[config.mk]
export PLATFORM = sky130hd
export DESIGN_NAME = mda_pixel_serializer
export DESIGN_NICKNAME = d
export VERILOG_FILES = /design/src/rtl/mda_pixel_serializer.sv
export SDC_FILE = /design/constraint.sdc
export NUM_CORES = 1
export LEC_CHECK = 0
export CAP_MARGIN = 25
export CORE_ASPECT_RATIO = 0.75
export CORE_UTILIZATION = 48
export DETAILED_ROUTE_END_ITERATION = 10
export PLACE_DENSITY = 0.8
export RECOVER_POWER = 50
export SETUP_SLACK_MARGIN = 0.05
export SYNTH_ARGS = -nofsm -noshare
export SYNTH_HDL_FRONTEND = slang
export SYNTH_SLANG_ARGS = --single-unit
[constraint.sdc]
create_clock -name clk -period 1.9 [get_ports clk]
set_input_delay 0.285 -clock clk [delete_from_list [all_inputs] [get_ports clk]]
set_output_delay 0.285 -clock clk [all_outputs]
set_load 0.03 [all_outputs]
[src/rtl/mda_pixel_serializer.sv]
// MDA dot serializer: turns one character cell (font row, attribute, qualifiers)
// into 9 registered video/intensity dots, applying the MDA attribute rules.
module mda_pixel_serializer #(
  parameter int BLINK_BIT  = 4,
  parameter int CURSOR_BIT = 3
) (
  input  logic       clk,
  input  logic       reset_n,
  input  logic       dot_en,
  input  logic       load,
  input  logic [7:0] char_row,
  input  logic [7:0] char_code,
  input  logic [7:0] attr,
  input  logic       cursor,
  input  logic       underline_row,
  input  logic       display_enable,
  input  logic       blink_enable,
  input  logic       vsync,
  output logic       video,
  output logic       intensity,
  output logic [4:0] frame_cnt
);

  localparam logic [3:0] DOT_LAST = 4'd8;
  localparam logic [3:0] DOT_IDLE = 4'd9;

  logic       vsync_q, vsync_d;
  logic [4:0] frame_cnt_q, frame_cnt_d;
  logic [8:0] shift_q, shift_d;
  logic [3:0] cnt_q, cnt_d;
  logic [7:0] attr_q, attr_d;
  logic       cur_q, cur_d;
  logic       ul_q, ul_d;
  logic       de_q, de_d;
  logic       video_q, video_d;
  logic       intensity_q, intensity_d;
  logic       line_gfx;
  logic [1:0] dot_out;

  // Returns {video, intensity} for one dot; first matching rule wins.
  function automatic logic [1:0] decode_dot(
    input logic       de,
    input logic       cur,
    input logic       ul,
    input logic [7:0] a,
    input logic       d,
    input logic       blink_en,
    input logic       blink_off,
    input logic       cursor_on
  );
    logic fg;
    logic [1:0] res;
    fg = d | (ul && (a[2:0] == 3'b001));
    if (blink_en && a[7] && blink_off) fg = 1'b0;
    if (!de)                               res = 2'b00;
    else if (cur && cursor_on)             res = {1'b1, a[3]};
    else if ((a & 8'h77) == 8'h00)         res = 2'b00;
    else if ((a & 8'h77) == 8'h70)         res = {~fg, ~blink_en & a[7] & ~fg};
    else                                   res = {fg, fg & a[3]};
    return res;
  endfunction

  always_comb begin
    vsync_d     = vsync;
    frame_cnt_d = frame_cnt_q + {4'b0000, vsync & ~vsync_q};
    shift_d     = shift_q;
    cnt_d       = cnt_q;
    attr_d      = attr_q;
    cur_d       = cur_q;
    ul_d        = ul_q;
    de_d        = de_q;
    video_d     = video_q;
    intensity_d = intensity_q;
    line_gfx    = (char_code[7:5] == 3'b110);
    dot_out     = 2'b00;

    if (dot_en) begin
      if (load) begin
        attr_d  = attr;
        cur_d   = cursor;
        ul_d    = underline_row;
        de_d    = display_enable;
        shift_d = {char_row, line_gfx & char_row[0]};
        cnt_d   = 4'd0;
        // Dot 0 is decoded from the incoming cell, not the old latched one.
        dot_out = decode_dot(display_enable, cursor, underline_row, attr, char_row[7],
                             blink_enable, frame_cnt_q[BLINK_BIT], frame_cnt_q[CURSOR_BIT]);
        video_d     = dot_out[1];
        intensity_d = dot_out[0];
      end else if (cnt_q < DOT_LAST) begin
        shift_d = {shift_q[7:0], 1'b0};
        cnt_d   = cnt_q + 4'd1;
        dot_out = decode_dot(de_q, cur_q, ul_q, attr_q, shift_d[8],
                             blink_enable, frame_cnt_q[BLINK_BIT], frame_cnt_q[CURSOR_BIT]);
        video_d     = dot_out[1];
        intensity_d = dot_out[0];
      end else begin
        cnt_d       = DOT_IDLE;
        video_d     = 1'b0;
        intensity_d = 1'b0;
      end
    end
  end

  always_ff @(posedge clk or negedge reset_n) begin
    if (!reset_n) begin
      vsync_q     <= 1'b0;
      frame_cnt_q <= 5'd0;
      shift_q     <= 9'd0;
      cnt_q       <= DOT_IDLE;
      attr_q      <= 8'd0;
      cur_q       <= 1'b0;
      ul_q        <= 1'b0;
      de_q        <= 1'b0;
      video_q     <= 1'b0;
      intensity_q <= 1'b0;
    end else begin
      vsync_q     <= vsync_d;
      frame_cnt_q <= frame_cnt_d;
      shift_q     <= shift_d;
      cnt_q       <= cnt_d;
      attr_q      <= attr_d;
      cur_q       <= cur_d;
      ul_q        <= ul_d;
      de_q        <= de_d;
      video_q     <= video_d;
      intensity_q <= intensity_d;
    end
  end

  assign video     = video_q;
  assign intensity = intensity_q;
  assign frame_cnt = frame_cnt_q;

endmodule

==> results of run 1 <==
==> layer usage <==
layer  GRT usage [%]  up-vias  share of wire [%]
li1                -      632                  -
met1            31.9      640                 44
met2            37.5       42                 48
met3            6.25       14                5.3
met4            10.3        0                2.4
met5               0        -                  0
==> kinds of logic (layout without fill, tap and decap cells) <==
kind of cell,count (synthesis),count (layout)
adder cells (fa/ha/maj),3,3
multiplexers,13,13
AO/OA/AOI/OAI,35,35
XOR/XNOR,4,4
flip-flops,31,31
buffers and inverters,13,55
AND/OR/NAND/NOR,50,50
==> synthesized netlist by cell type <==
cell and number:
a2111oi_0 1, a21oi_1 8, a22o_1 2, a311oi_1 1, a31oi_1 3, a41o_1 1
a41oi_1 1, and2_1 1, and3_1 3, and4bb_2 1, buf_2 3, clkbuf_1 3
dfrtp_1 29, dfstp_2 2, ha_1 3, inv_1 7, mux2_2 12, mux2i_1 1
nand2_1 7, nand3_1 7, nand4_1 2, nand4b_1 2, nor2_1 16, nor2b_1 1
nor3_1 2, nor3_2 1, nor3b_1 3, nor4b_1 2, nor4bb_4 1, o2111ai_1 1
o21ai_0 9, o21ai_1 1, o22ai_1 7, or3_1 1, xnor2_1 3, xor2_1 1
==> power by group <==
| part | leakage, nW | total (mW) | internal [mW] | switching, mW |
|---|---|---|---|---|
| clock network | 0.0412 | 0.506 | 0.255 | 0.250 |
| registers | 0.365 | 0.938 | 0.801 | 0.137 |
| logic | 0.449 | 0.611 | 0.302 | 0.310 |
| total | 0.855 | 2.06 | 1.36 | 0.697 |
==> layout make-up <==
type | instances | area share [%]
Tap cell | 38 | 2.33
Clock inverter | 2 | 0.613
Clock buffer | 6 | 3.56
Sequential cell | 31 | 38.2
Timing Repair Buffer | 40 | 18.8
Inverter | 7 | 1.29
Multi-Input combinational cell | 105 | 35.3
==> worst paths after layout <==
| path | startpoint | end | depth (start not counted) |
|---|---|---|---|
| min reg2reg | shift_q[0]$_DFFE_PN0P_ | shift_q[0]$_DFFE_PN0P_ | 2 |
| min in group asynchronous | reset_n | ul_q$_DFFE_PN0P_ | 2 |
| min | shift_q[0]$_DFFE_PN0P_ | shift_q[0]$_DFFE_PN0P_ | 2 |
| max in group asynchronous | reset_n | frame_cnt[0]$_DFF_PN0_ | 2 |
| max reg2reg | attr_q[1]$_DFFE_PN0P_ | intensity$_DFFE_PN0P_ | 4 |
| max | frame_cnt[3]$_DFF_PN0_ | frame_cnt[3] | 1 |
==> through the flow <==
stage	util, %	hold slack (ps)	setup TNS (ps)	cell area, µm²	cells
2_1_floorplan	-	-10.6	0	1550	149
3_3_place_gp	65.2	468	0	1960	221
3_5_place_dp	65.2	487	-0.677	1960	221
4_1_cts	68.1	395	0	2040	229
5_1_grt	68.0	542	0	2040	229
6_report	68.0	506	0	2040	229
==> worst min-delay path, stage by stage (launching register included) <==
cell and delay [ps]:
dfrtp_1 350, nand2_1 50, o21ai_0 70
==> flip-flops by register name, indices dropped and copies added (netlist names) <==
name	count
attr_q	8
cnt_q	4
cur_q	1
de_q	1
frame_cnt	5
intensity	1
shift_q	8
ul_q	1
video	1
vsync_q	1
==> summary.md, run 1 <==
| Metric | Value |
|---|---|
| Multiplexer area fraction after synthesis | `a little under a tenth` |
| IR drop worst, VDD | `just over 600 µV` |
| Power per Cell Area | `between 1000 and 1500 nW/µm²` |
| PostCTS Resize Cnt | `0` |
| Footprint of the multi-input gates | `just over 700 µm²` |
| Post-CTS Setup Bufs | `0` |
| Synth warn | `0` |
| Via Count | `1328` |
| # hold bufs at CTS | `0` |
| Startpoint Class | `flop` |
| Net count after synthesis | `185` |
| Row count | `17` |
| Setup Skew | `approximately 6.0 ps` |
| Critical path required time | `between 1500 and 2000 ps` |
| Critical Path Sink Type | `output port` |
| Area Overhead vs Synth | `31.6%` |
| Mapped cell area | `approximately 1600 µm²` |
| Overall global routing resource usage | `about a quarter` |
| Share of layout cells above drive strength 1 | `approximately 16%` |
| Distinct cell type count after synthesis | `36` |
| Final setup fails | `0` |
| Clk sinks | `31` |
| First-iteration detailed-routing DRC count | `86` |
| Share of the yosys chip area belonging to registers | `50.2%` |
| First-pass GRT wire length | `just over 6 mm` |
| Root Buffer | `clkbuf_8` |
| Post-synthesis xor/xnor area fraction | `between 2 and 2.5%` |
| Layout Nets | `roughly 230` |
| Synth Area in Compound Gates | `13.9%` |
| Arrival time worst endpoint | `between 1000 and 1500 ps` |
| CTS tree | `yes` |
| Core area | `roughly 3000 µm²` |
| Pin count of the biggest net entering global routing | `32` |
| Commonest non-fill, non-tap cells in the layout | `clkdlybuf4s50_1, dfrtp_1, nor2_1` |
| Worst setup path class | `flop to output port` |
| Clk_lat worst skew | `slightly below 300 ps` |
| Outcome | `completed` |
| Cell Chain, Critical Path | `clkdlybuf4s50_1` |
| FF-to-FF setup slack | `approximately 200 ps` |
| PortBufs | `34` |
| Reg area | `~780 µm²` |
| Fillers | `approximately 230` |
| Synth area leaders | `dfrtp_1, mux2_2, nor2_1` |
| Antenna-violating nets left | `0` |
| Slew headroom | `just under 50%` |
| Cell count after synthesis | `between 100 and 150` |
| Post-synth top area share | `between 40% and 50%` |
| Die W | `a little under 70 µm` |
| Via density | `approximately 5.8` |
| Largest delay share family, worst path | `buffers and inverters` |
| Initial core utilization | `51.7%` |
| Synth area leader | `dfrtp_1` |
| Initial antenna violation count | `0` |
| PnR worst setup slack | `approximately 160 ps` |
| Pleak | `~0.86 nW` |
| Critical path buffer and inverter count | `1` |
| Vias in the first global route | `1345` |
| Max Buffers Root-to-Sink | `2` |
| Adder-Cell Fraction of Synth Area | `~2.4%` |
| Maximum Capacitance Violations | `0` |
| # IOs | `40` |
| DRC | `0` |
| Endpoints failing hold | `0` |
| Detailed Routing Iterations Pass 1 | `5` |
| Total power | `about 2.1 mW` |
| GP Congestion | `~0.95` |
| DP Worst Slack | `-0.677 ps` |
| HPWL Detailed | `2.69 mm` |
| CTS clk-pin slew, worst paths | `approximately 70 ps` |
| DIE HEIGHT | `around 51 µm` |
| Max Clock Freq | `574 MHz` |
| Die ar. | `roughly 3500 µm²` |
| Drt total wl | `3.55 mm` |
| Fin crit period | `about 1700 ps` |
| Syn avg cell area | `approximately 10 µm²` |
| CP max-delay cell | `clkdlybuf4s50_1` |
| Max Fanout on Critical Path | `7` |
| CTS Buf Count | `5` |
| H-tree levels | `2` |
| Worst stage delay on the critical path | `just over 700 ps` |
| Largest family of logic cells by synthesized area | `simple AND/OR/NAND/NOR gates` |
| Grt ovf | `0` |
| Simple-Gate Fraction of Synth Area | `about 18%` |
| Post-route clock period utilization | `around nine tenths` |
| Worst Tran Pin Value | `763 ps` |
| Flops & latches, synth | `31` |
| Hold crit path type | `flop to flop` |
| WL/cell | `between 15 and 20 µm` |
| ANT cells | `0` |
| RSZ-0062 raised after global routing | `no` |
| Most common cell after layout, fill and taps aside | `clkdlybuf4s50_1` |
| Pins Over Slew Limit | `0` |
No activity file was read; power rests on OpenSTA's default activity.
==> inputs of run 2 (changes only) <==
--- a/config.mk
+++ b/config.mk
@@ -12,6 +12,7 @@
 export PLACE_DENSITY = 0.8
 export RECOVER_POWER = 50
 export SETUP_SLACK_MARGIN = 0.05
+export SLEW_MARGIN = 20
 export SYNTH_ARGS = -nofsm -noshare
 export SYNTH_HDL_FRONTEND = slang
 export SYNTH_SLANG_ARGS = --single-unit
==> results of run 2 <==
The final DEF is identical to that of run 1; final timing and power are the same.
==> inputs of run 3 (changes only) <==
--- a/config.mk
+++ b/config.mk
@@ -8,6 +8,7 @@
 export CAP_MARGIN = 25
 export CORE_ASPECT_RATIO = 0.75
 export CORE_UTILIZATION = 48
+export CTS_CLUSTER_DIAMETER = 120
 export DETAILED_ROUTE_END_ITERATION = 10
 export PLACE_DENSITY = 0.8
 export RECOVER_POWER = 50
==> results of run 3 <==
The final DEF is identical to that of run 1; final timing and power are the same.
